===== src/rtl/rv32_ctrl_pkg.sv =====
// Shared control-path types for the RV32I core: decoded control bundle,
// opcode encodings and EX operand forwarding selects.
package rv32_ctrl_pkg;

    typedef struct packed {
        logic       mem_rd;
        logic       mem_wr;
        logic       reg_wr;
        logic       mux_reg_wr;
        logic [1:0] ula_op;
        logic [1:0] alu_src1;
        logic [1:0] alu_src2;
        logic       branch;
        logic       jump;
        logic       jalr;
    } ctrl_t;

    localparam ctrl_t CTRL_BUBBLE = '0;

    localparam logic [6:0] OPC_LUI    = 7'b0110111;
    localparam logic [6:0] OPC_AUIPC  = 7'b0010111;
    localparam logic [6:0] OPC_JAL    = 7'b1101111;
    localparam logic [6:0] OPC_JALR   = 7'b1100111;
    localparam logic [6:0] OPC_BRANCH = 7'b1100011;
    localparam logic [6:0] OPC_LOAD   = 7'b0000011;
    localparam logic [6:0] OPC_STORE  = 7'b0100011;
    localparam logic [6:0] OPC_OP_IMM = 7'b0010011;
    localparam logic [6:0] OPC_OP     = 7'b0110011;

    typedef enum logic [1:0] {
        FWD_REG = 2'b00,
        FWD_WB  = 2'b01,
        FWD_MEM = 2'b10
    } fwd_e;

endpackage


===== src/rtl/ctrl_pipe_hazard.sv =====
// Combinational hazard unit: load-use and ID-branch/jalr operand stalls,
// plus EX operand forwarding selects (MEM result has priority over WB).
module hazard_unit
    import rv32_ctrl_pkg::*;
#(
    parameter int unsigned REG_ADDR_W = 5
) (
    input  logic                  id_valid,
    input  logic                  id_branch,
    input  logic                  id_jalr,
    input  logic [REG_ADDR_W-1:0] id_rs1,
    input  logic [REG_ADDR_W-1:0] id_rs2,
    input  logic                  flush_ex_i,
    input  logic                  ex_valid,
    input  logic                  ex_mem_rd,
    input  logic                  ex_reg_wr,
    input  logic [REG_ADDR_W-1:0] ex_rd,
    input  logic [REG_ADDR_W-1:0] ex_rs1,
    input  logic [REG_ADDR_W-1:0] ex_rs2,
    input  logic                  mem_valid,
    input  logic                  mem_mem_rd,
    input  logic                  mem_reg_wr,
    input  logic [REG_ADDR_W-1:0] mem_rd,
    input  logic                  wb_valid,
    input  logic                  wb_reg_wr,
    input  logic [REG_ADDR_W-1:0] wb_rd,
    output logic                  stall_o,
    output logic [1:0]            fwd_a,
    output logic [1:0]            fwd_b
);

    logic ex_m1, ex_m2, mem_m1, mem_m2;
    logic load_use, br_ex, br_mem;
    fwd_e sel_a, sel_b;

    always_comb begin
        ex_m1    = ex_valid && (ex_rd != '0) && (ex_rd == id_rs1);
        ex_m2    = ex_valid && (ex_rd != '0) && (ex_rd == id_rs2);
        mem_m1   = mem_valid && (mem_rd != '0) && (mem_rd == id_rs1);
        mem_m2   = mem_valid && (mem_rd != '0) && (mem_rd == id_rs2);
        load_use = ex_mem_rd && (ex_m1 || ex_m2);
        // jalr only reads rs1; branches compare both operands in ID
        br_ex    = ex_reg_wr && ((id_branch && (ex_m1 || ex_m2)) || (id_jalr && ex_m1));
        br_mem   = mem_mem_rd && ((id_branch && (mem_m1 || mem_m2)) || (id_jalr && mem_m1));
        stall_o  = id_valid && !flush_ex_i && (load_use || br_ex || br_mem);

        sel_a = FWD_REG;
        if (mem_valid && mem_reg_wr && (mem_rd != '0) && (mem_rd == ex_rs1))
            sel_a = FWD_MEM;
        else if (wb_valid && wb_reg_wr && (wb_rd != '0) && (wb_rd == ex_rs1))
            sel_a = FWD_WB;

        sel_b = FWD_REG;
        if (mem_valid && mem_reg_wr && (mem_rd != '0) && (mem_rd == ex_rs2))
            sel_b = FWD_MEM;
        else if (wb_valid && wb_reg_wr && (wb_rd != '0) && (wb_rd == ex_rs2))
            sel_b = FWD_WB;
    end

    assign fwd_a = sel_a;
    assign fwd_b = sel_b;

endmodule


===== src/rtl/ctrl_pipe.sv =====
// EX/MEM/WB control pipeline registers with hazard stall and forwarding.
// Optional perf counters built only with CTRL_PIPE_PERF_EN defined.
module ctrl_pipe
    import rv32_ctrl_pkg::*;
#(
    parameter int unsigned REG_ADDR_W = 5,
    parameter int unsigned CNT_W      = 32
) (
    input  logic                  clk,
    input  logic                  rst_n,
    input  logic                  id_valid,
    input  logic                  id_mem_rd,
    input  logic                  id_mem_wr,
    input  logic                  id_reg_wr,
    input  logic                  id_mux_reg_wr,
    input  logic [1:0]            id_ula_op,
    input  logic [1:0]            id_alu_src1,
    input  logic [1:0]            id_alu_src2,
    input  logic                  id_branch,
    input  logic                  id_jump,
    input  logic                  id_jalr,
    input  logic [REG_ADDR_W-1:0] id_rd,
    input  logic [REG_ADDR_W-1:0] id_rs1,
    input  logic [REG_ADDR_W-1:0] id_rs2,
    input  logic                  flush_ex_i,
    output logic                  stall_o,
    output logic                  ex_valid,
    output logic [1:0]            ex_ula_op,
    output logic [1:0]            ex_alu_src1,
    output logic [1:0]            ex_alu_src2,
    output logic [REG_ADDR_W-1:0] ex_rd,
    output logic [1:0]            fwd_a,
    output logic [1:0]            fwd_b,
    output logic                  mem_valid,
    output logic                  mem_rd_o,
    output logic                  mem_wr_o,
    output logic [REG_ADDR_W-1:0] mem_rd_idx,
    output logic                  wb_valid,
    output logic                  wb_reg_wr,
    output logic                  wb_mux_reg_wr,
    output logic [REG_ADDR_W-1:0] wb_rd,
    output logic [CNT_W-1:0]      stall_cnt,
    output logic [CNT_W-1:0]      flush_cnt
);

    ctrl_t                 id_ctrl, ex_ctrl_q;
    logic                  ex_valid_q, ex_bubble;
    logic [REG_ADDR_W-1:0] ex_rd_q, ex_rs1_q, ex_rs2_q;
    logic                  mem_valid_q, mem_mem_rd_q, mem_mem_wr_q, mem_reg_wr_q, mem_mux_q;
    logic [REG_ADDR_W-1:0] mem_rd_q;
    logic                  wb_valid_q, wb_reg_wr_q, wb_mux_q;
    logic [REG_ADDR_W-1:0] wb_rd_q;
    logic                  unused_ex_ctrl;

    always_comb begin
        id_ctrl            = CTRL_BUBBLE;
        id_ctrl.mem_rd     = id_mem_rd;
        id_ctrl.mem_wr     = id_mem_wr;
        id_ctrl.reg_wr     = id_reg_wr && !id_branch;
        id_ctrl.mux_reg_wr = id_mux_reg_wr;
        id_ctrl.ula_op     = id_ula_op;
        id_ctrl.alu_src1   = id_alu_src1;
        id_ctrl.alu_src2   = id_alu_src2;
        id_ctrl.branch     = id_branch;
        id_ctrl.jump       = id_jump;
        id_ctrl.jalr       = id_jalr;
    end

    assign ex_bubble = !id_valid || stall_o || flush_ex_i;

    always_ff @(posedge clk or negedge rst_n) begin
        if (!rst_n) begin
            ex_valid_q   <= 1'b0;
            ex_ctrl_q    <= CTRL_BUBBLE;
            ex_rd_q      <= '0;
            ex_rs1_q     <= '0;
            ex_rs2_q     <= '0;
            mem_valid_q  <= 1'b0;
            mem_mem_rd_q <= 1'b0;
            mem_mem_wr_q <= 1'b0;
            mem_reg_wr_q <= 1'b0;
            mem_mux_q    <= 1'b0;
            mem_rd_q     <= '0;
            wb_valid_q   <= 1'b0;
            wb_reg_wr_q  <= 1'b0;
            wb_mux_q     <= 1'b0;
            wb_rd_q      <= '0;
        end else begin
            ex_valid_q   <= !ex_bubble;
            ex_ctrl_q    <= ex_bubble ? CTRL_BUBBLE : id_ctrl;
            ex_rd_q      <= ex_bubble ? '0 : id_rd;
            ex_rs1_q     <= ex_bubble ? '0 : id_rs1;
            ex_rs2_q     <= ex_bubble ? '0 : id_rs2;
            mem_valid_q  <= ex_valid_q;
            mem_mem_rd_q <= ex_ctrl_q.mem_rd;
            mem_mem_wr_q <= ex_ctrl_q.mem_wr;
            mem_reg_wr_q <= ex_ctrl_q.reg_wr;
            mem_mux_q    <= ex_ctrl_q.mux_reg_wr;
            mem_rd_q     <= ex_rd_q;
            wb_valid_q   <= mem_valid_q;
            wb_reg_wr_q  <= mem_reg_wr_q;
            wb_mux_q     <= mem_mux_q;
            wb_rd_q      <= mem_rd_q;
        end
    end

    // ID-stage decisions are already taken; these bits end their life in EX
    assign unused_ex_ctrl = ^{ex_ctrl_q.branch, ex_ctrl_q.jump, ex_ctrl_q.jalr};

    hazard_unit #(.REG_ADDR_W(REG_ADDR_W)) u_hazard (
        .id_valid   (id_valid),
        .id_branch  (id_branch),
        .id_jalr    (id_jalr),
        .id_rs1     (id_rs1),
        .id_rs2     (id_rs2),
        .flush_ex_i (flush_ex_i),
        .ex_valid   (ex_valid_q),
        .ex_mem_rd  (ex_ctrl_q.mem_rd),
        .ex_reg_wr  (ex_ctrl_q.reg_wr),
        .ex_rd      (ex_rd_q),
        .ex_rs1     (ex_rs1_q),
        .ex_rs2     (ex_rs2_q),
        .mem_valid  (mem_valid_q),
        .mem_mem_rd (mem_mem_rd_q),
        .mem_reg_wr (mem_reg_wr_q),
        .mem_rd     (mem_rd_q),
        .wb_valid   (wb_valid_q),
        .wb_reg_wr  (wb_reg_wr_q),
        .wb_rd      (wb_rd_q),
        .stall_o    (stall_o),
        .fwd_a      (fwd_a),
        .fwd_b      (fwd_b)
    );

    assign ex_valid      = ex_valid_q;
    assign ex_ula_op     = ex_ctrl_q.ula_op;
    assign ex_alu_src1   = ex_ctrl_q.alu_src1;
    assign ex_alu_src2   = ex_ctrl_q.alu_src2;
    assign ex_rd         = ex_rd_q;
    assign mem_valid     = mem_valid_q;
    assign mem_rd_o      = mem_mem_rd_q;
    assign mem_wr_o      = mem_mem_wr_q;
    assign mem_rd_idx    = mem_rd_q;
    assign wb_valid      = wb_valid_q;
    assign wb_reg_wr     = wb_reg_wr_q;
    assign wb_mux_reg_wr = wb_mux_q;
    assign wb_rd         = wb_rd_q;

`ifdef CTRL_PIPE_PERF_EN
    logic [CNT_W-1:0] stall_cnt_q, flush_cnt_q;

    always_ff @(posedge clk or negedge rst_n) begin
        if (!rst_n) begin
            stall_cnt_q <= '0;
            flush_cnt_q <= '0;
        end else begin
            if (stall_o && (stall_cnt_q != '1))
                stall_cnt_q <= stall_cnt_q + CNT_W'(1);
            if (flush_ex_i && (flush_cnt_q != '1))
                flush_cnt_q <= flush_cnt_q + CNT_W'(1);
        end
    end

    assign stall_cnt = stall_cnt_q;
    assign flush_cnt = flush_cnt_q;
`else
    assign stall_cnt = '0;
    assign flush_cnt = '0;
`endif

endmodule


===== config.mk =====
export PLATFORM = sky130hd
export DESIGN_NAME = ctrl_pipe
export DESIGN_NICKNAME = d
export VERILOG_FILES = /design/src/rtl/rv32_ctrl_pkg.sv /design/src/rtl/ctrl_pipe_hazard.sv /design/src/rtl/ctrl_pipe.sv
export SDC_FILE = /design/constraint.sdc
export NUM_CORES = 1
export LEC_CHECK = 0
export ABC_AREA = 0
export CORE_MARGIN = 2
export CORE_UTILIZATION = 42
export DETAILED_ROUTE_END_ITERATION = 16
export HOLD_SLACK_MARGIN = 0.15
export PLACE_DENSITY = 0.82
export SLEW_MARGIN = 20
export SYNTH_ARGS = -nofsm -noshare
export SYNTH_HDL_FRONTEND = slang
export SYNTH_SLANG_ARGS = --single-unit

===== constraint.sdc =====
create_clock -name clk -period 2.85 [get_ports clk]
set_input_delay 0.285 -clock clk [delete_from_list [all_inputs] [get_ports clk]]
set_output_delay 0.285 -clock clk [all_outputs]
set_load 0.02 [all_outputs]

==> results of run 1 <==
## synth_stat cells (all sizes together) (3+ instances only)
| master | instances | share of area [%] |
|---|---|---|
| nor4 | 5 | 1.6 |
| or4 | 5 | 1.6 |
| nand3 | 3 | 0.62 |
| o211ai | 3 | 0.93 |
| and3 | 24 | 6.2 |
| dfrtp | 44 | 46 |
| xnor2 | 17 | 6.2 |
| xor2 | 23 | 8.3 |
| clkbuf | 5 | 0.78 |
| buf | 74 | 23 |
| o21ai | 4 | 0.83 |
## stage by stage
step | util [%] | total power [mW] | setup WS [ns] | hold WS [ns] | instances
after floorplan | - | 0.9060 | 0.2603 | -0.01059 | 283
after global placement | 51.22 | 0.9385 | 0.08654 | 0.3313 | 346
after detailed placement | 51.22 | 0.9443 | 0.08114 | 0.3355 | 346
after CTS | 53.14 | 1.400 | 0.01681 | 0.1510 | 354
after global routing | 53.73 | 1.459 | 0.07417 | 0.3664 | 356
final | 53.73 | 1.397 | 0.2332 | 0.3515 | 356
## how the worst max path moves through the flow
stage | cells past startpoint | endpoint | slack, ns | startpoint
floorplan | 5 | fwd_a[0] | 0.26 | mem_rd_idx[0]
global placement | 7 | stall_o | 0.09 | id_rs2[4]
detailed placement | 7 | stall_o | 0.08 | id_rs2[3]
CTS | 6 | stall_o | 0.02 | mem_rd_idx[3]
global route | 5 | fwd_b[0] | 0.07 | mem_rd_idx[2]
finish | 5 | fwd_b[0] | 0.23 | mem_rd_idx[2]
## worst max-delay path, stage by stage, from the launching register on
cell,delay [ns]
dfrtp_1,0.46
or4_1,0.56
o211ai_1,0.26
nor4_1,0.12
nor4_1,0.27
dlygate4sd2_1,0.36
## routing by layer
metal | GRT usage (%) | wire (um) | up-vias | share of wire, %
li1 | - | - | 715 | -
met4 | 6.102 | 106 | 0 | 2.3
met3 | 4.299 | 280 | 9 | 6.0
met5 | 0 | 0 | - | 0
met1 | 16.93 | 1809 | 697 | 39
met2 | 24.96 | 2436 | 62 | 53
## cells in the final DEF, fill, tap and decap left out, types with 2 or more instances in the layout
master / n
nand3_1: 3
nor4_1: 4
xnor2_1: 17
clkbuf_8: 5
or4_1: 5
o211ai_1: 3
clkdlybuf4s50_1: 59
xor2_1: 23
dfrtp_1: 43
conb_1: 64
and3_1: 24
buf_4: 7
o21ai_0: 3
dlygate4sd2_1: 2
## sequential cells by signal (all words and copies together), names as in the netlist, 2 cells and up
signal and flops:
ex_rd 5, ex_rs1_q 5, ex_rs2_q 5, mem_rd_idx 5, wb_rd 5, ex_ctrl_q 4
ex_alu_src1 2, ex_alu_src2 2, ex_ula_op 2
## power by group through the flow
stage / Sequential, mW / Clock, mW / Combinational (mW)
after detailed placement: 0.682 / 0 / 0.262
after floorplan: 0.692 / 0 / 0.214
after CTS: 0.670 / 0.468 / 0.262
after global routing: 0.673 / 0.496 / 0.290
final: 0.669 / 0.461 / 0.267
after global placement: 0.681 / 0 / 0.257
## layout make-up
class,instances,share of cell area [%]
Sequential cell,44,37.03
Clock buffer,6,2.438
Clock inverter,2,1.177
Timing Repair Buffer,72,23.79
Multi-Input combinational cell,160,32.53
Tap cell,72,3.026
## repair_timing
| item | CTS | global route |
|---|---|---|
| hold buffers | 0 | 1 |
| setup endpoints to repair | 3 | 1 |
| hold endpoints to repair | 0 | 14 |
| resized for setup | 3 | 1 |
## logic make-up after synthesis
logic type / after synthesis
simple gates: 46
buf+inv: 79
xor+xnor: 40
flops: 44
other cells: 1
compound gates: 10
==> metrics, run 1 <==
CTS clk-pin slew, worst paths=0.08 ns; worst skew pair latency=0.30 ns; nets@finish=315; DR pass1 iterations=4; VDD IR max=276.1 uV; largest family of logic cells by synthesized area=buffers and inverters; mux contribution to synthesized area=0%; worst clock skew=0.003727 ns; grt ovf=0; hold depth=0; post-route minimum period=2.617 ns; Switching Power=0.3827 mW; Synth Area in XOR/XNOR=14.50%; period utilisation layout=91.82%; number of setup buffers added after CTS=0; critical path class=register to output pin; Hold WC Path Type=register to register; Clock power frac=33.0%; Seq/Total Area, Yosys=45.57%; post-synthesis compound-gate area fraction=3.418%; Slew Limit Fails=0; root buf cell=clkbuf_8; Most used DFF post-synth=dfrtp_1; leakage dissipation=1.548 nW; Overall Global Routing Usage=14.56%; Comb power frac=19.1%; CTS Sinks=44; FP Rows=27; CTS tree=done; Filler cells=496; Max Cap Viol=0; Critical Path RT=2.57 ns; Via density=4.166; CP Launch Type=register; achievable frequency=382.1 MHz; Post-Synthesis Cell Area=2416 um2; R2R Path Start=mem_rd_idx[3]; Clock Tree Buf Depth=2; initial antenna violation count=0; R2R depth=6; Crit. End Element=output pin; setup TNS=0 ns; first-pass GRT wire length=6906 um; outcome=complete, no violations; Ports=129; Pwr Density=469.3 nW/um2; routed len/inst=13.01 um; Port Buffers=63; final setup vio count=0; routability cong.=0.8027; Reg area=1102 um2; core area=5540 um2; DR iter-0 viols=41; sequential share of power=47.9%; number of global-route vias before repair=1,455; DR vias=1,483; Num CTS Buffers=5; share of post-route cells with drive strength above 1=6.690%; Hold Crit Endpoint=mem_wr_o; CTS H-tree depth=2; simple-gate share of the synthesized area=12.22%; average size of a mapped cell=10.98 um2; yosys warns=0; final wirelength=4632 um; worst r2r dst=ex_ctrl_q[10]; Synth cell types=28; cells after synthesis=220; Worst Path Arrival=2.33 ns; die height=79.85 um; Synth Register Bits=44; Net Sw Frac=27.39%; # DRC=0; Design Area, Final=2977 um2; placed inst area=2838 um2; starting density of the core=43.61%; Layout area overhead=23.20%; asr flop ratio synth=100.0%; die area=6375 um2; reg2reg setup slack=0.85 ns; RSZ-0062 raised after global routing=no; CP max FO=5; Multi-input gate area=968.4 um2; Post-DP HPWL=3528 um; Die X=79.85 um; n_diodes=0; number of enable flip-flop cells after synthesis=0; pin count of the biggest net entering global routing=45; Adder-Cell Fraction of Synth Area=0%; Power Internal=1.014 mW; Min-Delay Startpoint=ex_ctrl_q[11]; Final Hold Viols=0; post-route ant nets=0
Power figures use the tool's default switching activity.
==> run 2: changes to the inputs <==
--- a/config.mk
+++ b/config.mk
@@ -7,10 +7,11 @@
 export LEC_CHECK = 0
 export ABC_AREA = 0
 export CORE_MARGIN = 2
-export CORE_UTILIZATION = 42
+export CORE_UTILIZATION = 44
+export CTS_BUF_LIST = sky130_fd_sc_hd__clkbuf_8
 export DETAILED_ROUTE_END_ITERATION = 16
 export HOLD_SLACK_MARGIN = 0.15
-export PLACE_DENSITY = 0.82
+export PLACE_DENSITY = 0.86
 export SLEW_MARGIN = 20
 export SYNTH_ARGS = -nofsm -noshare
 export SYNTH_HDL_FRONTEND = slang
==> run 2 against run 1 <==
First-iteration DRC count is 54% higher. Sequential cell count stayed put. Power is 5.3% lower. Fmax is 2.4% lower. Critical path depth is 1 higher. Combinational power is 1% lower. Via count is 1.8% higher. Clock skew hardly changed. Final cell count is 0.56% lower. Non-clock buffer count stayed put. Routed wire length is 2.6% lower.
==> metrics, run 2 (synthesis results as in run 1) <==
outcome=complete, no violations; post-route minimum period=2.681 ns (+0.06463 ns); commonest cells after routing, fill and taps aside=conb_1 (64), clkdlybuf4s50_1 (59), dfrtp_1 (43), and3_1 (24), xor2_1 (23); initial antenna violation count=0 (unchanged); number of setup buffers added after CTS=0 (unchanged); Max Cap Viol=0 (unchanged); worst skew pair latency=0.29 ns (about the same); DR iter-0 viols=63 (+54%); DR pass1 iterations=4 (unchanged); Num CTS Buffers=5 (unchanged); share of post-route cells with drive strength above 1=7.394% (+0.70 points); VDD IR max=327.7 uV (+19%); first-pass GRT wire length=7120 um (+3.1%); Ports=129 (unchanged); Hold WC Path Type=input port to async pin; # DRC=0 (unchanged); Routed met3 length=286 um (+2.1%); Slew headroom=36.25%; core area=5205 um2 (-6.1%); Final Power=1.322 mW (-5.3%); routed len/inst=12.74 um (-2.1%); final wirelength=4511 um (-2.6%); Pwr Density=449.7 nW/um2 (-4.2%); routability cong.=0.8975 (+12%); achievable frequency=372.9 MHz (-2.4%); R2R Path Start=mem_rd_idx[3]; Via density=4.263 (+2.3%); placed inst area=2850 um2 (+0.44%); hold_ws=0.1380 ns (-0.2136 ns); die area=6100 um2 (-4.3%); post-route ant nets=0 (unchanged); Die X=78.10 um (-2.2%); critical path class=register to output pin; Clock Tree Buf Depth=2 (unchanged); Filler cells=461 (-7.1%); CTS tree=done; starting density of the core=46.42% (+2.8 points); FP Rows=26 (-3.7%); Final Hold Viols=0 (unchanged); die height=78.10 um (-2.2%); worst r2r dst=ex_ctrl_q[10]; worst clock skew=0.003258 ns (-0.0004692 ns); Worst-Margin Slew=0.9562 ns; final setup vio count=0 (unchanged); Overall Global Routing Usage=15.52% (+0.97 points); nets@finish=315 (unchanged); CTS H-tree depth=2 (unchanged); Worst Setup EP=stall_o; Worst Path Arrival=2.40 ns (+0.07 ns); root buf cell=clkbuf_8; Crit. End Element=output pin; n_diodes=0 (unchanged); R2R depth=6 (unchanged); pin count of the biggest net entering global routing=45 (unchanged); leakage dissipation=1.526 nW (-1.4%); Critical Path RT=2.57 ns (about the same); Slew Limit Fails=0 (unchanged); met2 wire length=2382 um (-2.2%); Top Metal Used=met4; CTS clk-pin slew, worst paths=0.08 ns (about the same); Layout area overhead=21.70%; CP max FO=7 (+2); grt ovf=0 (unchanged); Critical Path Start=mem_rd_idx[3]; CP Launch Type=register; Port Buffers=63 (unchanged); DR vias=1,509 (+1.8%); commonest non-fill, non-tap cell in the layout=conb_1; RSZ-0062 raised after global routing=no; number of global-route vias before repair=1,474 (+1.3%); reg2reg setup slack=0.74 ns (-0.11 ns); period utilisation layout=94.09% (+2.3 points); Design Area, Final=2940 um2 (-1.2%); met1 WL=1751 um (-3.2%); CTS Sinks=44 (unchanged); Post-DP HPWL=3515 um (-0.35%)
-- run 2: layout make-up --
type	count	area [um2]	area share (%)
multi-input combinational	160	968.4	32.94
clock buffer	6	82.58	2.809
tap	70	87.58	2.979
sequential	44	1102	37.49
clock inverter	2	10.01	0.3404
timing repair buffer	72	689.4	23.45
-- run 2: what timing repair did --
action / in CTS / in global routing
hold endpoints to repair: 0 / 0
resized for setup: 4 / 0
hold buffers: 0 / 0
endpoints found under the setup margin: 3 / 0
-- run 2: per-layer routing --
metal | vias up | global-route usage [%]
met1 | 723 | 17.81
met3 | 7 | 4.943
met4 | 0 | 7.544
met5 | - | 0
met2 | 60 | 26.21
li1 | 719 | -
-- run 2: through the flow --
step	cells	utilization, %	setup WS, ns	setup TNS [ns]
after floorplan	283	-	0.2603	0
after global placement	346	54.76	0.04159	0
after detailed placement	346	54.76	-0.006670	-0.006670
after CTS	354	56.49	0.1424	0
after global routing	354	56.49	0.04956	0
final	354	56.49	0.1685	0
-- run 2: how the worst min path moves through the flow --
stage                           to  cells after the start
finish              ex_alu_src1[0]                      1
CTS                  ex_ctrl_q[10]                      1
global placement         mem_mux_q                      0
floorplan           ex_alu_src1[0]                      0
detailed placement   wb_mux_reg_wr                      0
global route        ex_alu_src1[0]                      1
-- run 2: where the power goes --
part / switching, mW / internal [mW]
logic: 0.158 / 0.105
registers: 0.0215 / 0.648
clock network: 0.197 / 0.193
total: 0.377 / 0.946
-- run 2: worst max-delay path: stages (launching register included) --
cell and delay (ns):
dfrtp_2 0.48, xor2_1 0.19, nor4_2 0.33, a32oi_1 0.18, o32a_4 0.39, and2b_1 0.20, dlygate4sd2_1 0.33
==> run 3: changes to the inputs <==
--- a/config.mk
+++ b/config.mk
@@ -11,8 +11,9 @@
 export CTS_BUF_LIST = sky130_fd_sc_hd__clkbuf_8
 export DETAILED_ROUTE_END_ITERATION = 16
 export HOLD_SLACK_MARGIN = 0.15
-export PLACE_DENSITY = 0.86
+export PLACE_DENSITY = 0.85
 export SLEW_MARGIN = 20
 export SYNTH_ARGS = -nofsm -noshare
 export SYNTH_HDL_FRONTEND = slang
+export SYNTH_HIERARCHICAL = 1
 export SYNTH_SLANG_ARGS = --single-unit
==> run 3 against run 2 <==
Combinational power increased by 3%. Power is 5.5% higher. Clock skew increased by 0.0035 ns. Setup slack improved by 0.037 ns. Global-route usage fell by 0.25 points. Area after synthesis grew 1.3%. Core utilization down 2.1 points. Via count fell by 1.3%. Synthesized cell count stayed put. Critical endpoint unchanged. Largest cell class unchanged.
==> metrics, run 3 <==
outcome=complete, no violations; CP Launch Type=register; die area=6178 um2 (+1.3%); number of enable flip-flop cells after synthesis=0 (unchanged); reg2reg setup slack=0.50 ns (-0.24 ns); yosys warns=6 (+6); worst clock skew=0.006737 ns (+0.003479 ns); CTS H-tree depth=2 (unchanged); critical path class=register to output pin; nets@finish=312 (-0.95%); DR iter-0 viols=16 (-75%); Seq/Total Area, Yosys=44.97% (-0.61 points); # DRC=0 (unchanged); DP Cell Count=345 (-0.29%); Slew Limit Fails=0 (unchanged); final setup vio count=0 (unchanged); pin count of the biggest net entering global routing=45 (unchanged); Layout area overhead=20.85%; hold_ws=0.1207 ns (-0.01727 ns); worst r2r dst=ex_ctrl_q[12]; DR pass1 iterations=4 (unchanged); Worst-Margin Slew=0.9288 ns (-0.02739 ns); grt ovf=0 (unchanged); Post-DP HPWL=3603 um (+2.5%); Via density=4.221 (-0.98%); setup TNS=0 ns (unchanged); average size of a mapped cell=11.13 um2 (+1.3%); Worst Path Arrival=2.36 ns (-0.04 ns); root buf cell=clkbuf_8; Num CTS Buffers=5 (unchanged); Slew headroom=38.08% (+1.8 points); Clock Tree Buf Depth=2 (unchanged); period utilisation layout=92.78% (-1.3 points); commonest non-fill, non-tap cell in the layout=conb_1; Synth Register Bits=44 (unchanged); R2R depth=7 (+1); initial antenna violation count=0 (unchanged); top cells by count, synth=buf_4 (71), dfrtp_1 (44), xnor2_1 (26); DR vias=1,490 (-1.3%); FP Rows=27 (+3.8%); post-route minimum period=2.644 ns (-0.03736 ns); Critical Path RT=2.57 ns (about the same); RSZ-0062 raised after global routing=no; top cells by area, synth=dfrtp_1 (45%), buf_4 (22%), xnor2_1 (9.3%), xor2_1 (5.0%), and2_2 (4.3%); Final Hold Viols=0 (unchanged); cells after synthesis=220 (unchanged); Finished Layout Cells=353 (-0.28%); CTS Sinks=44 (unchanged); leading area contributor after synthesis=dfrtp_1; met1 WL=1532 um (-13%); worst skew pair latency=0.30 ns (about the same); met2 wire length=2373 um (-0.38%); routed len/inst=12.84 um (+0.73%); CP max FO=7 (unchanged); Final Power=1.395 mW (+5.5%); share of post-route cells with drive strength above 1=11.39% (+4.0 points); achievable frequency=378.2 MHz (+1.4%); CTS clk-pin slew, worst paths=0.08 ns (about the same); Filler cells=498 (+8.0%); Top Metal Used=met4; starting density of the core=45.02% (-1.4 points); final wirelength=4531 um (+0.44%); post-route ant nets=0 (unchanged); Final Util=54.41% (-2.1 points); Port Buffers=63 (unchanged); Post-Synthesis Cell Area=2449 um2 (+1.3%); Hold WC Path Type=input port to async pin; top-count cell post-synth=buf_4; first-pass GRT wire length=7051 um (-0.97%); Most used DFF post-synth=dfrtp_1; R2R Path Start=mem_rd_idx[4]; CTS tree=done; VDD IR max=418.5 uV (+28%); Crit. End Element=output pin; Ports=129 (unchanged); commonest cells after routing, fill and taps aside=conb_1 (64), clkdlybuf4s50_1 (60), dfrtp_1 (44), xnor2_1 (26); asr flop ratio synth=100.0% (unchanged); Max Cap Viol=0 (unchanged); core area=5439 um2 (+4.5%); number of setup buffers added after CTS=0 (unchanged); routability cong.=0.7718 (-14%); Synth cell types=30 (+7.1%); Routed met3 length=541 um (+89%); Synth top area share=44.97% (-0.61 points); Pwr Density=471.3 nW/um2 (+4.8%); die height=78.60 um (+0.64%); Die X=78.60 um (+0.64%); n_diodes=0 (unchanged); leakage dissipation=1.440 nW (-5.6%); number of global-route vias before repair=1,513 (+2.6%); Overall Global Routing Usage=15.27% (-0.25 points)
-- run 3: cell count changes after synthesis, sizes merged, moves of 4 or more --
cell	change
and2	+23
and3	-24
clkbuf	-4
xnor2	+9
xor2	-9
-- run 3: worst max path at each step --
stage	slack (ns)	from	cells past startpoint	end
4_1_cts	0.05	mem_rd_idx[4]	5	fwd_a[0]
2_1_floorplan	0.51	mem_rd_idx[1]	8	ex_rd[3]
5_1_grt	0.12	mem_rd_idx[4]	5	stall_o
3_5_place_dp	0.38	id_rs2[4]	6	stall_o
3_3_place_gp	0.39	id_rs2[2]	6	stall_o
6_report	0.21	mem_rd_idx[4]	5	stall_o
-- run 3: area by class of cell --
class	instances	area (um2)	area share, %
repair buffers	67	660.6	22.33
clock inverters	3	38.79	1.311
flip-flops and latches	44	1101	37.21
well taps	72	90.09	3.044
multi-input cells	162	999.7	33.78
clock buffers	5	68.82	2.326
-- run 3: what timing repair did --
action | CTS | global route
setup endpoints to repair | 0 | 2
resized for setup | 0 | 2
hold buffers | 0 | 0
-- run 3: report_power, final --
| part | internal [mW] | switching (mW) |
|---|---|---|
| clock | 0.256 | 0.199 |
| combinational | 0.108 | 0.162 |
| sequential | 0.648 | 0.0226 |
| total | 1.01 | 0.383 |
-- run 3: cell families after synthesis --
family / synth area share, %
flops: 44.97
compound gates: 3.219
buf+inv: 23.86
simple gates: 13.49
other cells: 0.1531
xor+xnor: 14.31
-- run 3: per-layer routing --
metal,vias up,GRT usage (%)
met5,-,0
met4,0,5.789
met3,7,7.471
met2,91,27.61
met1,704,14.85
li1,688,-
-- run 3: through the flow --
step	worst slack [ns]	area (um2)
2_1_floorplan	0.5110	2685
3_3_place_gp	0.3903	2846
3_5_place_dp	0.3808	2846
4_1_cts	0.04668	2954
5_1_grt	0.1168	2959
6_report	0.2059	2959
-- run 3: critical path, cell delays in order (launching register included) --
cell             delay, ns
dfrtp_1               0.49
or4_4                 0.46
o21ai_0               0.19
nor2_1                0.07
a22o_1                0.29
clkdlybuf4s50_1       0.56
